[config.mk]
export PLATFORM = sky130hd
export DESIGN_NAME = vec_dot_sequencer
export DESIGN_NICKNAME = d
export VERILOG_FILES = /design/src/rtl/vec_dot_sequencer.sv
export SDC_FILE = /design/constraint.sdc
export NUM_CORES = 1
export LEC_CHECK = 0
export ABC_AREA = 0
export BUFFER_PORTS_ARGS = -buffer_cell sky130_fd_sc_hd__buf_4
export CAP_MARGIN = 10
export CELL_PAD_IN_SITES_DETAIL_PLACEMENT = 0
export CELL_PAD_IN_SITES_GLOBAL_PLACEMENT = 1
export CORE_MARGIN = 2
export CORE_UTILIZATION = 41
export CTS_CLUSTER_DIAMETER = 50
export DETAILED_ROUTE_END_ITERATION = 7
export PLACE_DENSITY_LB_ADDON = 0.12
export SYNTH_ARGS = -nofsm -noshare
export SYNTH_HDL_FRONTEND = slang
export SYNTH_SLANG_ARGS = --single-unit
[constraint.sdc]
create_clock -name clk -period 21.5 [get_ports clk]
set_input_delay 4.3 -clock clk [delete_from_list [all_inputs] [get_ports clk]]
set_output_delay 4.3 -clock clk [all_outputs]
set_load 0.01 [all_outputs]
[src/rtl/vec_dot_sequencer.sv]
// Sequencer for the parallel vector multiplier: loads two LEN-element vectors, runs LANES
// multipliers for LEN/LANES cycles and hands out the dot product. Optional abort: VPM_ABORT_EN.
module vec_dot_sequencer #(
  parameter int unsigned LEN    = 8,
  parameter int unsigned LANES  = 2,
  parameter int unsigned ELEM_W = 9,
  parameter int unsigned ACC_W  = 32
) (
  input  logic              clk,
  input  logic              rst_n,
  input  logic              start,
  output logic              busy,
  input  logic              in_valid,
  output logic              in_ready,
  input  logic [ELEM_W-1:0] in_a,
  input  logic [ELEM_W-1:0] in_b,
  output logic              out_valid,
  input  logic              out_ready,
  output logic [ACC_W-1:0]  out_data
`ifdef VPM_ABORT_EN
  ,
  input  logic              abort
`endif
);

  localparam int unsigned Steps = LEN / LANES;
  localparam int unsigned IW    = (LEN > 1) ? $clog2(LEN) : 1;
  localparam int unsigned CW    = (Steps > 1) ? $clog2(Steps) : 1;
  localparam int unsigned PW    = 2 * ELEM_W;

  typedef enum logic [1:0] {StIdle, StLoad, StCompute, StDone} state_e;

  state_e            state_q, state_d;
  logic [IW-1:0]     idx_q, idx_d;
  logic [CW-1:0]     cidx_q, cidx_d;
  logic [ACC_W-1:0]  acc_q, acc_d;
  logic [ACC_W-1:0]  out_data_q, out_data_d;
  logic [ELEM_W-1:0] buf_a_q [LEN];
  logic [ELEM_W-1:0] buf_b_q [LEN];
  logic              load_we;
  logic              abort_w;
  logic [ACC_W-1:0]  partial;
  logic [IW-1:0]     eidx;
  logic [PW-1:0]     prod;

`ifdef VPM_ABORT_EN
  assign abort_w = abort;
`else
  assign abort_w = 1'b0;
`endif

  // Sum of this compute step's LANES products, each zero-extended to the accumulator width.
  always_comb begin
    partial = '0;
    eidx    = '0;
    prod    = '0;
    for (int j = 0; j < int'(LANES); j++) begin
      eidx    = IW'(int'(cidx_q) * int'(LANES) + j);
      prod    = PW'(buf_a_q[eidx]) * PW'(buf_b_q[eidx]);
      partial = partial + ACC_W'(prod);
    end
  end

  always_comb begin
    state_d    = state_q;
    idx_d      = idx_q;
    cidx_d     = cidx_q;
    acc_d      = acc_q;
    out_data_d = out_data_q;
    load_we    = 1'b0;
    unique case (state_q)
      StIdle: begin
        if (start && !abort_w) begin
          state_d = StLoad;
          idx_d   = '0;
          cidx_d  = '0;
          acc_d   = '0;
        end
      end
      StLoad: begin
        if (in_valid) begin
          load_we = 1'b1;
          idx_d   = idx_q + 1'b1;
          if (idx_q == IW'(LEN - 1)) begin
            state_d = StCompute;
            idx_d   = '0;
          end
        end
      end
      StCompute: begin
        acc_d  = acc_q + partial;
        cidx_d = cidx_q + 1'b1;
        if (cidx_q == CW'(Steps - 1)) begin
          state_d    = StDone;
          cidx_d     = '0;
          out_data_d = acc_q + partial;
        end
      end
      StDone: begin
        if (out_ready) state_d = StIdle;
      end
      default: state_d = StIdle;
    endcase
    // Abort overrides everything, including a DONE handshake in the same cycle.
    if (abort_w && state_q != StIdle) begin
      state_d = StIdle;
      idx_d   = '0;
      cidx_d  = '0;
      acc_d   = '0;
      load_we = 1'b0;
      if (state_q == StDone) out_data_d = '0;
    end
  end

  always_ff @(posedge clk or negedge rst_n) begin
    if (!rst_n) begin
      state_q    <= StIdle;
      idx_q      <= '0;
      cidx_q     <= '0;
      acc_q      <= '0;
      out_data_q <= '0;
      buf_a_q    <= '{default: '0};
      buf_b_q    <= '{default: '0};
    end else begin
      state_q    <= state_d;
      idx_q      <= idx_d;
      cidx_q     <= cidx_d;
      acc_q      <= acc_d;
      out_data_q <= out_data_d;
      if (load_we) begin
        buf_a_q[idx_q] <= in_a;
        buf_b_q[idx_q] <= in_b;
      end
    end
  end

  assign busy      = (state_q != StIdle);
  assign in_ready  = (state_q == StLoad);
  assign out_valid = (state_q == StDone);
  assign out_data  = out_data_q;

endmodule

# --- After elaboration in Yosys (flattened, before gate mapping) ---
# Cells that the tools add are included.
totals:
  inputBits: 23
  memories: 0
  mem_bits_rw: 0
  latchBits: 0
  regBits: 215
  romBits: 0
  wordCells: 87
op_classes:
  bitwise: 3
  n_mul: 2
  n_mux: 33
  n_eq_ne: 10
  n_shift: 0
  n_reduce_logical: 9
  order_cmp: 4
  div: 0
  add_sub_neg: 5
ops:
  columns: ["cell", "n"]
  rows:
  - ["bitwise mux 72 bit", 2]
  - ["binary-select mux 9 bit (select 3 bit)", 4]
  - ["2-to-1 mux 9 bit", 9]
  - ["case mux 32 bit (2 select lines)", 1]
  - ["multiplier 9 x 9 -> 18 bit", 2]
  - ["adder 32 x 19 -> 32 bit", 1]
  - ["2-to-1 mux 32 bit", 1]
  - ["demux 9 bit (select 3 bit)", 1]
  - ["adder 18 x 18 -> 19 bit", 1]
  - ["2-to-1 mux 2 bit", 7]
  - ["greater-or-equal comparator 4 bit, second input constant", 3]
  - ["NOT 3 -> 4 bit", 3]
  - ["2-to-1 mux 3 bit", 3]
  - ["case mux 2 bit (4 select lines)", 1]
  - ["adder 3 x 1 -> 3 bit, second input constant", 2]
  - ["equality test 2 bit, second input constant", 3]
  - ["!= test 2 bit, second input constant", 3]
  - ["case mux 3 bit (2 select lines)", 1]
  - ["nonzero test 2 bit", 3]
  - ["AND reduction 5 bit", 1]
  - ["less-than comparator 4 x 1 -> 1 bit, second input constant", 1]
  - ["!= test 2 x 1 -> 1 bit, second input constant", 2]
  - ["case mux 2 bit (2 select lines)", 1]
  - ["AND reduction 2 bit", 2]
  - ["7 further kinds", 8]

# --- Longest topological paths before layout ---
# Gate-level depths: netlist of the first run.
logic_depth:
  ltp_word: 9
  mapped_depth: 25
  depth_no_buf: 22

# --- Worst setup path before layout of the first run ---
# Ideal clock, no wire load.
synth_path:
  path_kind: "reg-to-reg"
  startpoint: "reg cidx_q[0]"
  endpoint: "reg out_data_q[25], in the netlist out_data[25]"
  t_required_ns: 21.374
  arrival_ns: 6.671
  setup_ns: 0.126
  n_path_buf: 1
  path_stages_with_launch: 22
  path_slack_ns: 14.703
  cell_sequence: "dfrtp_1 > clkbuf_1 > mux4_2 > and2_1 > fa_1 > inv_1 > fa_1 > inv_1 > fa_1 > fa_1 > fa_1 > inv_1 > fa_1 > inv_1 > ha_1 > a21oi_2 > o21ai_2 > a221o_1 > a31oi_4 > o21ai_2 > and3_4 > a221o_1"
synth_via:
  elab_chain_len: 8
  word_cells_on_any_way: 21
  cone_classes: "add/sub (3); mul (2); eq/ne (1); mux (12); bitwise (2); reduce/logical (1)"
synth_rtl:
  columns: ["element", "line_no", "text"]
  rows:
  - ["from (decl)", "35", "logic [CW-1:0] cidx_q, cidx_d;"]
  - ["from (signal assigned)", "127", "cidx_q <= cidx_d;"]
  - ["adder 3 x 1 -> 3 bit", "58", "eidx = IW'(int'(cidx_q) * int'(LANES) + j);"]
  - ["NOT 3 -> 4 bit (not written as such)", "59", "prod = PW'(buf_a_q[eidx]) * PW'(buf_b_q[eidx]);"]
  - ["binary-select mux 9 bit (select 3 bit)", "59", null]
  - ["2-to-1 mux 9 bit (not written as such) (2 in a row)", "59", null]
  - ["multiplier 9 x 9 -> 18 bit", "59", null]
  - ["adder 18 x 18 -> 19 bit", "60", "partial = partial + ACC_W'(prod);"]
  - ["adder 32 x 19 -> 32 bit", "96", "out_data_d = acc_q + partial;"]
  - ["to (signal assigned)", "129", "out_data_q <= out_data_d;"]
  - ["to (decl)", "37", "logic [ACC_W-1:0] out_data_q, out_data_d;"]
# Parallel ways exist; a longest one is shown, timed or not. The select of a mux whose other input is x is not followed.
# A chain may end at the register's enable or synchronous reset.

# --- Final worst setup path of the first run ---
layout_path:
  startpoint: "reg cidx_q[0]"
  endpoint: "reg out_data_q[29], in the netlist out_data[29]"
# Same word-level chain as after synthesis.

==> summary by stage, run 1 <==
Yosys
The top cell type by total area after synthesis is dfrtp_1. Of the post-synthesis cell area, the dominant cell type holds 34.3%. For this run, the register share of the synthesized area comes to between 30% and 40%. Synthesis produced a netlist whose cell count is approximately 1,400. Counting flops with a built-in enable in the synthesized netlist gives 0. The number of warnings issued by yosys is 0. The number of nets handed over by synthesis was 1,625.

The post-synthesis async set-or-reset flop share is 100%. The post-synthesis cell type count is 62. The netlist area before placement is ~16,000 µm². Among all flip-flop cells after synthesis, the most frequent one is dfrtp_1. The synthesis-stage register bit count is between 200 and 250.

By area the synthesized netlist is led by dfrtp_1, fa_1, mux2_2. The synthesized area per cell is about 11 µm².

CTS
The number of H-tree levels is 1. The root buffer cell chosen for the clock tree is clkbuf_16. The CTS tree is built.

In this run the post-CTS setup repair buffer count came out at 0. No sink is reached through more buffers than the 3 on the longest clock path. The clock insertion delay at the later pin of the skew report is 560 ps.

Post-CTS repair changed the size of 0 cells. For this design, the sink count on the clock tree is about 220. TritonCTS created 31 clock buffers. Clock-pin slew was measured on the worst setup and hold paths at 50 ps. The count of hold-fix buffers inserted at cts is 0.

Worst setup path
The critical path's slowest cell is mux4_2. The cell with the most instances on the worst path is fa_1. The critical path goes through buf_4 -> mux4_2 -> and2_1 -> fa_1 -> inv_1 -> fa_1 -> inv_1 -> fa_1 -> fa_1 -> fa_1 -> inv_1 -> fa_1 -> inv_1 -> ha_1 -> a21oi_2 -> o21ai_2 -> a221o_1 -> a31oi_4 -> o21ai_2 -> and3_4 -> a221o_1.

The startpoint identified for the worst register-to-register timing path is cidx_q[0]. The highest fanout seen on the critical path is 39. In this design, the largest share of critical-path delay is due to adder cells.

For flop-to-flop paths, the worst setup slack is 14,180 ps. The count of buffering cells on the critical path with inverters included is 5. The worst setup path is launched from a flip-flop. The delay of the slowest cell on the worst path is about 700 ps.

The endpoint of the worst register-to-register path is out_data[29]. At the worst endpoint, the arrival time is ~7800 ps. The kind of critical path is reg2reg. The critical path endpoint category is a flip-flop.

At the worst endpoint, the required time is 21,940 ps. The worst reg-to-reg path cell count is 21.

Floorplanning
The row count is 71. During I/O placement, the number of pins put on the boundary was 58. The die covers 39,900 µm². The region available for standard cell placement spans approximately 38,000 µm². The die is 200 µm tall. The horizontal extent of the die is 200 µm.

For this configuration, the core starts out at a cell density of roughly two fifths.

Min path
Along the worst hold path, the cell count comes to 2. The critical hold path startpoint is out_data[13]. The worst min-delay path endpoint is out_data[13]. In this run the worst hold path is classified as reg2reg.

Timing
The hold violation count in the final report is 0. Setup total negative slack on the finished layout was measured at 0 ps. Clock skew on the completed layout was measured at 23.5 ps. The final-report setup violation count is 0. The number of max-slew violations in the final report is 0. The final critical path time including I/O delays and setup is between 7000 and 8000 ps. The worst-margin pin slew is 1090 ps. Setup repair after global routing left no endpoint under its margin. The headroom to the max-slew limit is 27.0%. The share of the clock period used by the worst path after layout is 34.1%. Based on the critical path, the design can be clocked at up to 0.137 GHz.

Place
The total of buffers placed on input and output ports is 57. The routability congestion estimate is 0.789. The detailed placement HPWL is roughly 27 mm.

Route
The pre-antenna-repair detailed-routing pass consisted of 5 iterations. The remaining antenna violation count is 0. The final layout contains routed wiring with a total length of approximately 36 mm. The average wire per standard cell is 18.2 µm. The total number of vias is approximately 10,000. In this run, the number of DRC markers left after iteration 0 of detailed routing was between 300 and 400. The detail-routed via count per cell is approximately 5. For this run, design rule violations remaining after detail routing come to 0.

GRT
Entering global routing, the biggest net connects 76 pins. The number of antenna violations at the first check in global routing was 0. Global routing used 19.0% of the available tracks. The first global-routing pass estimated ~59 mm of wire. For this run the aggregate overflow at the end of global routing stands at 0. The via count of the first global-routing pass is approximately 11,000.

Finish
From synthesis to final layout, the design area changed by 13.0%. The top cell types in the final layout, fill and taps aside, are dfrtp_1, inv_1, mux2_2. The filler cells instantiated in the layout total about 3,600. Summing all multi-input logic gate instances after layout gives 9370 µm². Leaving out fill and tap cells, the most frequent cell in the layout is dfrtp_1. Registers take between 5000 and 6000 µm². The number of nets in the layout is 1,686. Of the cells placed in the final design, the portion with a size suffix greater than 1 is about a quarter.

Status
The flow ran to the end, and the final reports show no timing, DRC or antenna violations.

Flow run
The max-cap violation count is 0.
==> stage by stage <==
stage                     utilization [%]  cells  setup WS [ps]  instance area (µm²)  hold slack, ps
after floorplan                         -   1367          14700                15700             450
after detailed placement             44.4   1906          14120                16700             465
after CTS                            47.1   1963          14110                17700             478
after global placement               44.4   1906          14160                16700             461
final                                47.1   1965          14180                17700             475
after global routing                 47.1   1963          13810                17700             505
==> routing by layer <==
layer,track usage [%],wire length (µm)
met1,27.1,16600
met2,31.6,17700
met3,2.03,1060
met4,3.79,533
met5,0,0
==> cells in the mapped netlist (3+ instances only) <==
library cell	number
xor2_1	8
a21oi_1	26
o211ai_2	3
dfrtp_1	215
a21o_1	6
nand4_1	4
a221o_1	5
a22o_1	25
o21ai_0	34
buf_1	5
clkbuf_1	19
buf_2	17
ha_1	90
nand3_1	11
mux2_2	151
inv_1	209
a211oi_1	3
nand2b_1	3
nor2_1	26
o31ai_1	3
o21ai_2	3
mux4_2	36
a31oi_1	6
nor3_1	3
xnor2_1	14
and4_1	3
o211ai_1	3
fa_1	145
o21bai_1	3
nand2_1	143
and2_1	103
==> worst max-delay path by stage <==
stage	slack [ps]	start	to	depth (start not counted)
2_1_floorplan	14700	cidx_q[0]	out_data[25]	21
3_3_place_gp	14160	cidx_q[0]	out_data[29]	21
3_5_place_dp	14120	cidx_q[0]	out_data[29]	21
4_1_cts	14110	cidx_q[0]	out_data[29]	21
5_1_grt	13810	cidx_q[0]	out_data[29]	21
6_report	14180	cidx_q[0]	out_data[29]	21
==> cell families after synthesis <==
logic type,count (synthesis),share of synthesized area (%)
AOI/OAI and AO/OA,137,6.28
xor gates and xnor gates,22,1.23
adders and majority gates,235,25.7
buffers and inverters,252,6.18
DFF,215,34.3
muxes,188,16.1
and+or+nand+nor,318,10.3
==> tightest hold or removal path, cell delays in order (launching register included) <==
cell and delay, ps:
dfrtp_1 340, nand2_1 50, nand2_1 50
==> registers in the layout, indices dropped and copies added, names as in the netlist <==
name	flops
state_q	2
idx_q	3
buf_a_q	72
buf_b_q	72
cidx_q	2
out_data	32
acc_q	32
==> area by class of cell <==
class	count	share of cell area, %
Clock inverter	16	0.945
Multi-Input combinational cell	900	52.8
Clock buffer	41	4.81
Antenna cell	2	0.0282
Sequential cell	215	30.3
Tap cell	511	3.60
Inverter	209	4.42
Timing Repair Buffer	71	3.05
Power of run 1 is left out: the tool's default activity adds up to more than one toggle a clock period on the data nets, which glitch-free logic cannot reach.
==> run 2, diff against run 1 <==
Clock period 21.5 ns to 6.3 ns, I/O delays scaled along.
==> summary by stage, run 2 (same netlist as run 1, synthesis figures left out) <==
Status
The run finished, with violations left. The final reports fail on setup timing.

Worst setup path
Counting cells, the worst reg-to-reg path comes to 23. The kind of critical path is reg2reg. The critical path endpoint category is a flip-flop.

The worst setup path is launched from a flip-flop. The worst endpoint data arrival time is 7040 ps. The highest fanout seen on the critical path is 5.

For the worst setup path, the data required time is 6710 ps.

GRT
Entering global routing, the biggest net connects 134 pins. Global routing finished with a remaining overflow of 0. For this run, the total global-route usage over all layers was measured as approximately 20%.

The via count of the first global-routing pass came to 11,056. The number of antenna violations at the first check in global routing was 0. The global-route wire length before repair is 60.6 mm.

Floorplanning
The initial utilization of the core area, before any placement, comes to 41.7%. The row count is 71. The die boundary height is 200 µm. The die is between 150 and 200 µm wide. The floorplan core area is roughly 38,000 µm². During I/O placement, the number of pins put on the boundary was between 50 and 60. The total die area is 39,900 µm².

Place
After detailed placement, the total cell area comes to between 15,000 and 20,000 µm². The placed cell count is 2,014. The detailed placement HPWL is roughly 28 mm. At the end of routability-driven placement, the weighted congestion stood at 0.791. The total of buffers placed on input and output ports is 57.

Finish
In the layout the commonest cells are dfrtp_1, inv_1, buf_4. The layout has 3,393 filler cells. The most frequent standard cell in the layout excluding fill and tap cells is dfrtp_1. Leaving out filler cells and counting taps, the final layout contains 2,101. Measured on the finished design, the core utilization comes to between 50% and 60%.

The largest registers in the layout are buf_a_q (72), buf_b_q (72). The number of antenna cells inserted is 0. With fillers left out, the area of the finished cells amounts to 19,700 µm². For this run, the post-layout net count is between 1,500 and 2,000.

The layout cell share with drive strength beyond 1 is 36.2%. Compared with the post-synthesis result, the final layout area differs by 25.7%.

CTS
The clock slew seen by the registers of the worst setup and hold paths is roughly 50 ps. In this run, post-CTS hold repair placed 0 buffers. Counting along the longest clock path gives a buffer depth of 3.

Counting the buffers created by CTS gives 34. CTS built an H-tree with a depth of 2. The root buffer cell is clkbuf_16.

At the later pin of the worst-skew pair, clock insertion delay measures 540 ps. Clock tree synthesis found a total of roughly 220 sinks. TritonCTS built the clock tree.

Timing
Across the routed clock network, the largest skew measured is 28.9 ps. The worst-margin pin slew is 1190 ps. The number of max-slew violations in the final report is 0. The final critical path time including I/O delays and setup is 6630 ps. The share of the clock period used by the worst path after layout is 105%. Once routing completed, OpenROAD measured the worst setup slack at -330 ps. The hold violation count in the final report came to 0. In the final timing run, aggregate negative setup slack is -6290 ps. Measured against its own limit, the worst slew margin works out to between 20% and 30%.

Setup repair after global routing could not meet its margin everywhere. Based on the critical path, the design can be clocked at up to 0.151 GHz. Setup violations remaining at the end of the flow were counted as 35.

Route
For this run, design rule violations remaining after detail routing come to 0. The first TritonRoute pass finished after 5 iterations. The total number of vias is 10,557. After detailed routing, the number of vias per cell comes to 5.02.

In this run, the number of DRC markers left after iteration 0 of detailed routing was 432. The routed design has 38.1 mm of wire. In this run the remaining antenna-violating nets after routing total 0. After detailed routing, the average wire length per cell comes to 18.1 µm.

Flow run
Across the run, the number of max-cap violations was 0.

Min path
The path class of the tightest hold or removal check is reg2reg. The worst hold path passes through 2 cells.
-- run 2: changes by cell type in the layout (fill, tap and decap cells not counted), sizes merged --
cell and delta:
diode -2, bufinv +3, inv +1, clkinvlp -2, mux4 +1, buf +137
clkinv -3, clkbuf +1
-- run 2: worst paths after layout --
path                              from            to  slack [ps]
max reg2reg                  cidx_q[0]  out_data[29]        -330
min in group asynchronous        rst_n  out_data[30]         740
max                          cidx_q[0]  out_data[29]        -330
min reg2reg                out_data[9]   out_data[9]         470
min                        out_data[9]   out_data[9]         470
max in group asynchronous        rst_n   buf_a_q[36]        4380
-- run 2: worst max-delay path, stage by stage (launching register included) --
cell and delay, ps:
dfrtp_2 390, buf_12 140, buf_12 120, buf_8 110
mux4_2 600, and2_4 210, fa_1 510, inv_2 40
fa_1 520, inv_1 50, fa_1 490, fa_1 510
fa_1 490, inv_1 50, fa_1 490, inv_2 50
ha_4 230, a21oi_4 160, o21ai_2 90, a221o_1 330
a31oi_4 280, o21ai_4 120, and3_4 210, a221o_1 300
-- run 2: final cells by class --
class | instances | area [µm²] | share of cell area [%]
tap | 511 | 639 | 3.24
clock inverter | 15 | 243 | 1.23
sequential | 215 | 5380 | 27.3
timing repair buffer | 208 | 1840 | 9.31
clock buffer | 42 | 901 | 4.57
inverter | 209 | 785 | 3.98
multi-input combinational | 901 | 9940 | 50.4
-- run 2: metrics by stage --
stage	hold slack, ps	worst slack [ps]
after global placement	461	-388
after CTS	478	-333
after detailed placement	464	-411
final	472	-330
after floorplan	450	2.60
after global routing	504	-480
-- run 2: timing repair --
item,in CTS,in global routing
cloned,1,1
buffers inserted,14,18
gates resized for setup,55,97
setup endpoints to repair,45,46
pin swaps,13,55
-- run 2: per-layer routing --
layer  up-vias  GRT usage [%]  share of wire [%]
met5         -              0                  0
met4         0           5.82                1.7
met3        42           2.77                2.9
met2       112           31.7                 49
met1      5474           28.1                 47
li1       4929              -                  -
Power of run 2 is left out for the same reason.
